--- config.mk ---
export PLATFORM = sky130hd
export DESIGN_NAME = half_adder
export DESIGN_NICKNAME = d
export VERILOG_FILES = /design/src/rtl/half_adder_pkg.sv /design/src/rtl/half_adder_cell.sv /design/src/rtl/half_adder.sv
export SDC_FILE = /design/constraint.sdc
export NUM_CORES = 1
export LEC_CHECK = 0
export ABC_AREA = 1
export ABC_CLOCK_PERIOD_IN_PS = 1600
export CAP_MARGIN = 15
export CORE_AREA = 2 2 39 41
export DETAILED_ROUTE_END_ITERATION = 8
export DIE_AREA = 0 0 41 43
export HOLD_SLACK_MARGIN = 0.15
export PLACE_DENSITY = 0.3
export SLEW_MARGIN = 20
export SYNTH_ARGS = -nofsm -noshare
export SYNTH_HDL_FRONTEND = slang
export SYNTH_SLANG_ARGS = --single-unit
--- constraint.sdc ---
create_clock -name clk -period 1.6 [get_ports clk]
set_clock_uncertainty 0.15 [all_clocks]
set_input_delay 0.16 -clock clk [delete_from_list [all_inputs] [get_ports clk]]
set_output_delay 0.16 -clock clk [all_outputs]
set_load 0.02 [all_outputs]
--- src/rtl/half_adder_pkg.sv ---
// rtl/half_adder_pkg.sv - shared constants and helpers for the registered half adder
package half_adder_pkg;

  localparam int CNT_W = 16;
  localparam logic [CNT_W-1:0] CNT_MAX = 16'hFFFF;
  localparam int WIDTH_MAX = 64;

  // Counter increment that sticks at CNT_MAX instead of wrapping
  function automatic logic [CNT_W-1:0] sat_inc(input logic [CNT_W-1:0] v);
    return (v == CNT_MAX) ? v : v + 1'b1;
  endfunction

endpackage

--- src/rtl/half_adder_cell.sv ---
// rtl/half_adder_cell.sv - combinational 1-bit half adder lane
module half_adder_cell (
  input  logic a,
  input  logic b,
  output logic sum,
  output logic carry
);

  assign sum   = a ^ b;
  assign carry = a & b;

endmodule

--- src/rtl/half_adder.sv ---
// rtl/half_adder.sv - registered lane-parallel half adder, 1-cycle latency
// Optional saturating carry counter enabled by HALF_ADDER_CARRY_CNT_EN.
module half_adder
  import half_adder_pkg::*;
#(
  parameter int WIDTH = 1
) (
  input  logic             clk,
  input  logic             rst_n,
  input  logic [WIDTH-1:0] a,
  input  logic [WIDTH-1:0] b,
  input  logic             in_valid,
  output logic [WIDTH-1:0] sum,
  output logic [WIDTH-1:0] carry,
  output logic             out_valid
`ifdef HALF_ADDER_CARRY_CNT_EN
  ,
  output logic [CNT_W-1:0] carry_cnt
`endif
);

  if (WIDTH < 1 || WIDTH > WIDTH_MAX) begin : g_width_check
    $error("half_adder: WIDTH out of legal range 1..64");
  end

  logic [WIDTH-1:0] lane_sum;
  logic [WIDTH-1:0] lane_carry;

  for (genvar i = 0; i < WIDTH; i++) begin : g_lane
    half_adder_cell u_cell (
      .a     (a[i]),
      .b     (b[i]),
      .sum   (lane_sum[i]),
      .carry (lane_carry[i])
    );
  end

  logic [WIDTH-1:0] sum_q, sum_d;
  logic [WIDTH-1:0] carry_q, carry_d;
  logic             valid_q, valid_d;

  // The mux on in_valid keeps undriven inputs from reaching the registers
  always_comb begin
    sum_d   = sum_q;
    carry_d = carry_q;
    valid_d = in_valid;
    if (in_valid) begin
      sum_d   = lane_sum;
      carry_d = lane_carry;
    end
  end

  always_ff @(posedge clk) begin
    if (!rst_n) begin
      sum_q   <= '0;
      carry_q <= '0;
      valid_q <= 1'b0;
    end else begin
      sum_q   <= sum_d;
      carry_q <= carry_d;
      valid_q <= valid_d;
    end
  end

  assign sum       = sum_q;
  assign carry     = carry_q;
  assign out_valid = valid_q;

`ifdef HALF_ADDER_CARRY_CNT_EN
  logic [CNT_W-1:0] cnt_q, cnt_d;

  always_comb begin
    cnt_d = cnt_q;
    if (in_valid && (|lane_carry)) begin
      cnt_d = sat_inc(cnt_q);
    end
  end

  always_ff @(posedge clk) begin
    if (!rst_n) begin
      cnt_q <= '0;
    end else begin
      cnt_q <= cnt_d;
    end
  end

  assign carry_cnt = cnt_q;
`endif

endmodule

==> impl_metrics.yaml <==
clock_network:
  post_cts_buffers: 0
  cts_tree: "yes"
  hold_buffers: 0
  clock_latency_ps: 230
  clock_path_buffers: 2
  cts.clk_slew.worst_paths_ps: 40
  cts_buffers: 3
  clock-root-buffer: "clkbuf_4"
  ctsResizeCount: 0
  cts_max_level: 1
  cts_num_sinks: 3
timing:
  final.setup.tns_ps: 0
  period_needed_ps: 1470
  tightestPinTransition_ps: 210
  fmax_ghz: 0.681
  whs_ps: 326
  min_period_over_period_pct: 91.7
  slew_headroom_pct: 86.0
  grt_setup_unrepaired: "false"
  slew_violations: 0
  hold_viol: 0
  setup_viol: 0
pwr:
  vdd.ir_drop.worst_v: 0.000156
  swShare_pct: 22.2
  p_comb_share_pct: 14.9
  clockPowerShare_pct: 52.2
  p_total_w: 0.000250
  p_leak_nw: 0.112
  seqPwrFrac_pct: 32.9
  power_per_cell_area_mw_per_mm2: 1070
  p_switching_w: 0.0000555
  internal-power_w: 0.000195
detailed_routing:
  dr.first_iter.drc_count: 2
  via_count: 132
  drc: 0
  via_per_inst: 3.07
  wl_um: 237
  first_pass_iters: 2
  wl_per_cell_um: 5.51
  ant_nets: 0
grt:
  grt_max_degree: 6
  grt_pass1_vias: 143
  grt_pass1_wl_um: 455
  antenna_found_initial: 0
  overflow: 0
  grt_usage_pct: 4.61
run:
  cap_violations: 0
logic_synthesis:
  syn-num-nets: 22
  synth_top_area_cell: "dfxtp_1"
  yosys_warnings: 0
  synth_area_leaders: "dfxtp_1 51%, nand2_1 16%, nor2_1 13%"
  ys_seq_elements: 3
  ys_seq_area_share_pct: 51.1
  ys_types: 5
  postSynthAreaPerCell_um2: 7.35
  synth_area_um2: 118
  synth_top_area_share_pct: 51.1
  netlist_instances: 16
placed_design:
  portBuffers: 7
  hpwl_um: 200
  dp.cells: 39
  gp_congestion: 0.575
worst_setup_path:
  crit_fanout: 2
  cp-start-kind: "register"
  cpPeakStageDelay_ps: 600
  slowest_stage: "clkdlybuf4s50_1"
  crit_required_ps: 1290
  cp-end-kind: "output pin"
  path_buf_inv: 1
  path_class: "reg -> out"
  path_delay_family: "buffers and inverters"
  crit_chain: "clkdlybuf4s50_1"
  crit_arrival_ps: 1160
layout:
  area_growth_pct: 98.9
  drive_above_1_share_pct: 11.1
  final_net_count: 34
  final_util_pct: 16.9
  num_antenna_cells: 0
  nFillCells: 163
  seq_area_um2: 60.1
  multi_input_area_um2: 46.3
  fin_cells: 43
die:
  dieArea_mm2: 0.00176
  die_y_um: 43
  core_area_mm2: 0.00138
  start_util_pct: 8.50
  rows: 14
  io_pins: 8
  die_x_um: 41
min_path:
  worstHoldPathType: "reg -> reg"
outcome:
  status: "finished clean"
## cells in the final DEF (no fill, tap or decap)
master           n
clkbuf_1         1
ha_1             1
nor2_1           4
dfxtp_1          3
clkdlybuf4s50_1  7
inv_1            3
clkbuf_4         3
nand2_1          5
## worst paths after layout
check	from	endpoint	slack (ps)	cells past startpoint
max	sum	sum	130	1
min	carry	carry	330	2
max reg2reg	carry	carry	910	2
min reg2reg	carry	carry	330	2
## metal layers
layer | vias to the layer above | GRT usage, % | wire length [um]
li1 | 68 | - | -
met3 | 0 | 3.14 | 11
met5 | - | 0 | 0
met4 | 0 | 8.00 | 0
met1 | 60 | 3.21 | 74
met2 | 4 | 5.63 | 152
## layout make-up
cell class / count / area share, %
Multi-Input combinational cell: 10 / 19.8
Sequential cell: 3 / 25.7
Timing Repair Buffer: 7 / 29.9
Clock buffer: 4 / 11.2
Tap cell: 16 / 8.56
Inverter: 3 / 4.81
## power by group through the flow
stage                     Clock [W]  Combinational (W)  Sequential, W
after floorplan                   0         0.00000922      0.0000895
after global placement            0          0.0000384      0.0000833
after detailed placement          0          0.0000382      0.0000834
after CTS                  0.000139          0.0000382      0.0000822
after global routing       0.000141          0.0000424      0.0000825
final                      0.000130          0.0000374      0.0000822
## synthesized netlist by cell type
cell and n:
dfxtp_1 3, ha_1 1, inv_1 3, nand2_1 5, nor2_1 4
## registers in the layout, summed over array words and instances (netlist names)
name       count
carry          1
out_valid      1
sum            1
## metrics by stage
stage,setup WS [ps],cell area [um^2]
4_1_cts,121,234
3_5_place_dp,294,208
5_1_grt,104,234
2_1_floorplan,757,118
3_3_place_gp,299,208
6_report,133,234
## logic make-up after synthesis
kind of cell	share of synthesized area [%]
adder cells (fa/ha/maj)	10.6
buffers and inverters	9.57
flip-flops	51.1
AND/OR/NAND/NOR	28.7
Power figures use the tool's default switching activity.
